==> src/rtl/pe_pkg.sv <==
// Shared types and constants for the conv processing element.
// Latency: n/a (definitions only).
// Backpressure: n/a.
package pe_pkg;

  localparam string MODE_STR_RELU    = "relu";
  localparam string MODE_STR_DEQUANT = "dequant";
  localparam string MODE_STR_SIGMOID = "sigmoid";

  localparam logic [31:0] LAYER_SCALE_BASE_ADDR = 32'h1000;
  localparam int          ACC_W                 = 32;
  localparam logic [15:0] SCALE_RESET           = 16'h0100;

  typedef enum logic [1:0] {
    MODE_RELU,
    MODE_DEQUANT,
    MODE_SIGMOID
  } out_mode_e;

  typedef enum logic [1:0] {
    ST_IDLE,
    ST_MAC,
    ST_POST
  } pe_state_e;

  // Output lane width: relu lanes are bytes, the other modes carry int16/Q8.8.
  function automatic int lane_w(input out_mode_e mode);
    return (mode == MODE_RELU) ? 8 : 16;
  endfunction

endpackage

==> src/rtl/pe_post_proc.sv <==
// Activation stage: maps a bias-added accumulator to one output lane.
// Latency: combinational.
// Backpressure: none; caller samples the lane when it needs it.
module pe_post_proc
  import pe_pkg::*;
#(
  parameter out_mode_e MODE      = MODE_RELU,
  parameter int        OUT_SHIFT = 8,
  parameter int        W         = 8
) (
  input  logic signed [ACC_W-1:0] y,
  input  logic        [15:0]      scale,
  output logic        [W-1:0]     lane
);

  logic signed [ACC_W-1:0] y_sh;
  logic signed [47:0]      prod;
  logic signed [47:0]      prod_sh;
  logic signed [15:0]      z;
  logic signed [16:0]      sig_t;
  logic        [7:0]       relu_v;
  logic        [15:0]      sig_v;

  // Evaluate all three activations and select the configured one.
  always_comb begin
    // relu: requantise by OUT_SHIFT and clamp into a byte
    y_sh = y >>> OUT_SHIFT;
    if (y < 0) begin
      relu_v = 8'd0;
    end else if (y_sh > ACC_W'(255)) begin
      relu_v = 8'hFF;
    end else begin
      relu_v = y_sh[7:0];
    end

    // dequant: scale is unsigned Q8.8, product kept wide enough not to overflow
    prod    = 48'(y) * 48'($signed({1'b0, scale}));
    prod_sh = prod >>> 8;
    if (prod_sh > 48'sd32767) begin
      z = 16'sh7FFF;
    end else if (prod_sh < -48'sd32768) begin
      z = 16'sh8000;
    end else begin
      z = prod_sh[15:0];
    end

    // hard sigmoid in Q8.8: 0.25*z + 0.5, clamped to [0, 1.0]
    sig_t = 17'(z >>> 2) + 17'sd128;
    if (sig_t < 0) begin
      sig_v = 16'd0;
    end else if (sig_t > 17'sd256) begin
      sig_v = 16'h0100;
    end else begin
      sig_v = sig_t[15:0];
    end

    case (MODE)
      MODE_DEQUANT: lane = W'(z);
      MODE_SIGMOID: lane = W'(sig_v);
      default:      lane = W'(relu_v);
    endcase
  end

endmodule

==> src/rtl/pe_incha_single.sv <==
// Conv PE: one int8 patch in, OUT_CHANNEL activated dot products out, all lanes together.
// Latency: OUT_CHANNEL*(KERNEL_PTS+1) cycles from accept to o_valid.
// Backpressure: pe_ready low while computing; results are a pulse, no output stall.
module pe_incha_single
  import pe_pkg::*;
#(
  parameter int    IN_WIDTH    = 3,
  parameter int    IN_HEIGHT   = 3,
  parameter int    IN_CHANNEL  = 2,
  parameter int    OUT_CHANNEL = 4,
  parameter string OUTPUT_MODE = "relu",
  parameter int    KERNEL_0    = 3,
  parameter int    KERNEL_1    = 3,
  parameter int    DILATION_0  = 1,
  parameter int    DILATION_1  = 1,
  parameter int    PADDING_0   = 1,
  parameter int    PADDING_1   = 1,
  parameter int    STRIDE_0    = 1,
  parameter int    STRIDE_1    = 1,
  parameter int    OUT_SHIFT   = 8,
  localparam int        KERNEL_PTS = KERNEL_0 * KERNEL_1,
  localparam out_mode_e MODE       = (OUTPUT_MODE == MODE_STR_DEQUANT) ? MODE_DEQUANT :
                                     (OUTPUT_MODE == MODE_STR_SIGMOID) ? MODE_SIGMOID : MODE_RELU,
  localparam int        W          = lane_w(MODE)
) (
  input  logic                                clk,
  input  logic                                rst_n,
  input  logic [8*IN_CHANNEL*KERNEL_PTS-1:0]  i_data,
  input  logic                                i_valid,
  output logic                                pe_ready,
  output logic                                pe_ack,
  output logic [W*OUT_CHANNEL-1:0]            o_data,
  output logic                                o_valid,
  input  logic [15:0]                         weight_wr_data,
  input  logic [31:0]                         weight_wr_addr,
  input  logic                                weight_wr_en
);

  localparam int PATCH_N = IN_CHANNEL * KERNEL_PTS;
  localparam int NW      = OUT_CHANNEL * PATCH_N;
  localparam int OC_W    = (OUT_CHANNEL > 1) ? $clog2(OUT_CHANNEL) : 1;
  localparam int KP_W    = (KERNEL_PTS > 1) ? $clog2(KERNEL_PTS) : 1;
  localparam int WA_W    = (NW > 1) ? $clog2(NW) : 1;
  localparam int XB_W    = $clog2(8 * PATCH_N);

  logic signed [7:0]          weight [NW];
  logic signed [15:0]         bias   [OUT_CHANNEL];
  logic        [15:0]         scale;

  pe_state_e                  state;
  pe_state_e                  state_nxt;
  logic                       accept;
  logic                       last_kp;
  logic                       last_oc;

  logic [OC_W-1:0]            oc;
  logic [KP_W-1:0]            kp;
  logic signed [ACC_W-1:0]    acc;
  logic signed [ACC_W-1:0]    mac_sum;
  logic signed [ACC_W-1:0]    y_post;
  logic [8*PATCH_N-1:0]       x_lat;
  logic [W-1:0]               lane_val;
  logic [W*OUT_CHANNEL-1:0]   staging;
  logic [W*OUT_CHANNEL-1:0]   staging_nxt;

  assign pe_ready = (state == ST_IDLE);
  assign last_kp  = (kp == KP_W'(KERNEL_PTS - 1));
  assign last_oc  = (oc == OC_W'(OUT_CHANNEL - 1));

  // Parameter write port: weights at the bottom of the map, bias/scale above the base address.
  always_ff @(posedge clk or negedge rst_n) begin
    if (!rst_n) begin
      for (int i = 0; i < NW; i++) weight[i] <= '0;
      for (int i = 0; i < OUT_CHANNEL; i++) bias[i] <= '0;
      scale <= SCALE_RESET;
    end else if (weight_wr_en) begin
      for (int i = 0; i < NW; i++) begin
        if (weight_wr_addr == 32'(i)) weight[i] <= weight_wr_data[7:0];
      end
      for (int i = 0; i < OUT_CHANNEL; i++) begin
        if (weight_wr_addr == LAYER_SCALE_BASE_ADDR + 32'(i)) bias[i] <= weight_wr_data;
      end
      if (weight_wr_addr == LAYER_SCALE_BASE_ADDR + 32'(OUT_CHANNEL)) scale <= weight_wr_data;
    end
  end

  // State register.
  always_ff @(posedge clk or negedge rst_n) begin
    if (!rst_n) state <= ST_IDLE;
    else        state <= state_nxt;
  end

  // Next state: IDLE -> MAC (KERNEL_PTS cycles) -> POST -> MAC for next lane or back to IDLE.
  always_comb begin
    state_nxt = state;
    accept    = 1'b0;
    case (state)
      ST_IDLE: begin
        if (i_valid) begin
          accept    = 1'b1;
          state_nxt = ST_MAC;
        end
      end
      ST_MAC:  if (last_kp) state_nxt = ST_POST;
      ST_POST: state_nxt = last_oc ? ST_IDLE : ST_MAC;
      default: state_nxt = ST_IDLE;
    endcase
  end

  // One kernel point across all input channels; activations are unsigned, weights signed.
  always_comb begin
    mac_sum = '0;
    for (int ic = 0; ic < IN_CHANNEL; ic++) begin
      logic [7:0]         xb;
      logic signed [16:0] p;
      xb = x_lat[XB_W'(8 * (int'(kp) * IN_CHANNEL + ic)) +: 8];
      p  = 17'($signed({1'b0, xb})) *
           17'(weight[WA_W'(int'(oc) * PATCH_N + int'(kp) * IN_CHANNEL + ic)]);
      mac_sum = mac_sum + ACC_W'(p);
    end
  end

  assign y_post = acc + ACC_W'(bias[oc]);

  pe_post_proc #(
    .MODE      (MODE),
    .OUT_SHIFT (OUT_SHIFT),
    .W         (W)
  ) u_post (
    .y     (y_post),
    .scale (scale),
    .lane  (lane_val)
  );

  // Staging with the current lane merged in; the last lane goes straight to o_data.
  always_comb begin
    staging_nxt = staging;
    for (int i = 0; i < OUT_CHANNEL; i++) begin
      if (oc == OC_W'(i)) staging_nxt[W*i +: W] = lane_val;
    end
  end

  // Datapath: latch patch, accumulate, post-process each lane, publish the full vector.
  always_ff @(posedge clk or negedge rst_n) begin
    if (!rst_n) begin
      oc      <= '0;
      kp      <= '0;
      acc     <= '0;
      x_lat   <= '0;
      staging <= '0;
      o_data  <= '0;
      o_valid <= 1'b0;
      pe_ack  <= 1'b0;
    end else begin
      pe_ack  <= accept;
      o_valid <= 1'b0;
      case (state)
        ST_IDLE: begin
          if (accept) begin
            x_lat <= i_data;
            oc    <= '0;
            kp    <= '0;
            acc   <= '0;
          end
        end
        ST_MAC: begin
          acc <= acc + mac_sum;
          if (!last_kp) kp <= kp + KP_W'(1);
        end
        ST_POST: begin
          staging <= staging_nxt;
          acc     <= '0;
          kp      <= '0;
          if (last_oc) begin
            o_data  <= staging_nxt;
            o_valid <= 1'b1;
          end else begin
            oc <= oc + OC_W'(1);
          end
        end
        default: ;
      endcase
    end
  end

endmodule

==> config.mk <==
export PLATFORM = sky130hd
export DESIGN_NAME = pe_incha_single
export DESIGN_NICKNAME = d
export VERILOG_FILES = /design/src/rtl/pe_pkg.sv /design/src/rtl/pe_post_proc.sv /design/src/rtl/pe_incha_single.sv
export SDC_FILE = /design/constraint.sdc
export NUM_CORES = 2
export LEC_CHECK = 0
export ABC_AREA = 1
export BUFFER_PORTS_ARGS = -buffer_cell sky130_fd_sc_hd__buf_4
export CAP_MARGIN = 20
export CORE_AREA = 2 2 428 388
export DETAILED_ROUTE_END_ITERATION = 10
export DIE_AREA = 0 0 430 390
export PLACE_DENSITY_LB_ADDON = 0.05
export SYNTH_ARGS = -nofsm -noshare
export SYNTH_HDL_FRONTEND = slang
export SYNTH_HIERARCHICAL = 1
export SYNTH_SLANG_ARGS = --single-unit
==> constraint.sdc <==
create_clock -name clk -period 8.5 [get_ports clk]
set_input_delay 0.425 -clock clk [delete_from_list [all_inputs] [get_ports clk]]
set_output_delay 0.425 -clock clk [all_outputs]
set_load 0.03 [all_outputs]
==> metrics.md <==
| Metric | Value |
|---|---|
| Worst Hold Class | primary input to register |
| Root Buffer Master | clkbuf_16 |
| Status | finished clean |
| Nets | 6,883 |
| GRT Overall Usage | 0.206 |
| Initial DRC count | between 3,000 and 4,000 |
| CP max stage cell | fa_4 |
| Vias | 41,816 |
| Commonest non-fill, non-tap cells in the layout | nand2_1 (1,966), o21ai_0 (876), dfrtp_1 (865), nand3_1 (648), nor2_1 (402) |
| Core area | around 160,000 um2 |
| Clk Latency, worst-skew pair | just under 800 ps |
| Layout cells sized above 1 | 0.0918 |
| H-tree depth | 3 |
| Grt met3 use | 0.0289 |
| Top Usage Layer GRT | met1 |
| Met1 usage | 0.311 |
| Most common cell after layout, fill and taps aside | nand2_1 |
| Largest net degree at the start of global routing | approximately 160 |
| Mean Syn Cell Area | around 8 um2 |
| Post-Place Setup Slack | 350 ps |
| M2 GR Usage | 0.306 |
| Clk sinks | about 870 |
| First-pass DRT Iterations | 6 |
| First-pass GRT wire length | 267,000 um |
| Worst EP arrival | approximately 8700 ps |
| ANT nets after route | 0 |
| Maximum clock path buffer count | 3 |
| Yosys warning count | 6 |
| Tcrit/Tclk final | 0.951 |
| Cts bufs inserted | around 110 |
| Crit-path max FO | 43 |
| CTS tree | built |
| DRC | 0 |
| Vias in the first global route | 41,633 |
| HPWL after detailed placement | between 100,000 and 150,000 um |
| TNS Setup | 0 ps |
| Die height | slightly below 400 um |
| Initial Utilization | 0.295 |
| Final Max Tran Viols | 0 |
| Worst Setup Path Type | register to register |
| RSZ-0062 raised after global routing | false |
| Fin worst setup slack | roughly 420 ps |
| Startpoint Class | register |
| Worst-Margin Slew | 1150 ps |
| Max_cap viols | 0 |
| Fmax achieved | ~120 MHz |
| Crit. End Element | register |
| Die area | about 170,000 um2 |
| CP peak stage delay | 870 ps |
| Die extent in x | approximately 430 um |
| Slew headroom | 0.236 |
| Via/cell ratio | approximately 4.8 |
| Crit path top cell by count | nand3_1 |
| Util after Layout | 0.350 |
| WL/cell | 20.0 um |
| Cell area after synthesis | ~48,000 um2 |
| Buffers on Ports | roughly 210 |
| Row count | between 100 and 150 |
| Setup bufs post-CTS | 0 |
| Fin Clk Skew | between 40 and 50 ps |
| Gate Count Post-Synth | around 6,200 |
| CP required | 9130 ps |
| Final wirelength | ~170,000 um |
| Final GP Congestion | about 0.85 |
| Syn nets | between 6,000 and 7,000 |
| Total congestion overflow | 0 |
| Ports | ~230 |
| Worst-path clk slew | around 60 ps |
| Area Growth Syn to Fin | 18.7% |
| Final min period | just over 8000 ps |
| Antenna violations before repair | 4 |
| Finish-stage setup viols | 0 |
| Final hold vios | 0 |
==> flip-flops by register name, summed over array words and instances, names as in the netlist <==
register,flops
x_lat,128
bias,64
o_valid,1
pe_ack,1
staging,24
acc,32
o_data,32
weight,576
kp,4
state,2
oc,2
==> layer usage <==
metal	vias to the layer above	part of all wire
li1	20630	-
met1	20146	0.51
met2	832	0.43
met3	208	0.042
met4	0	0.025
met5	-	0
==> area by class of cell <==
class | instances | area, um2
fillers | 17381 | 106000
multi-input cells | 4544 | 23500
flip-flops and latches | 866 | 21700
repair buffers | 478 | 4170
clock buffers | 152 | 3080
well taps | 2145 | 2680
inverters | 407 | 1560
clock inverters | 37 | 480
diodes | 1 | 2.50
==> critical path: cells and delay by family, from the launching register on <==
kind	cells	cell delay, ps
adders and majority gates	9	4340
and+or+nand+nor	13	1840
buffers and inverters	5	820
AOI/OAI and AO/OA	2	470
DFF	1	430
==> worst paths after layout <==
path,from,endpoint,slack [ps],cells after the start
min reg2reg,x_lat[17],x_lat[17],470,2
max reg2reg,kp[0],acc[18],420,29
max in group asynchronous,rst_n,x_lat[4],6150,4
min in group asynchronous,rst_n,weight[315],290,2
min,weight_wr_data[15],bias[31],50,3
max,kp[0],acc[18],420,29
==> repair_timing <==
item / 4_1_cts / 5_1_grt
gates resized for setup: 0 / 8
hold buffers: 137 / 0
endpoints found under the hold margin: 232 / 0
endpoints found under the setup margin: 0 / 11
==> per-stage QoR <==
step	hold slack, ps	instances	area, um2
6_report	51.5	8630	57100
4_1_cts	2.55	8629	57100
3_3_place_gp	456	8302	52200
3_5_place_dp	460	8303	52200
2_1_floorplan	129	6191	48100
5_1_grt	41.6	8629	57100
Power is not shown: default switching activity piles up to over one toggle a cycle in this logic, so the estimate is an artifact.
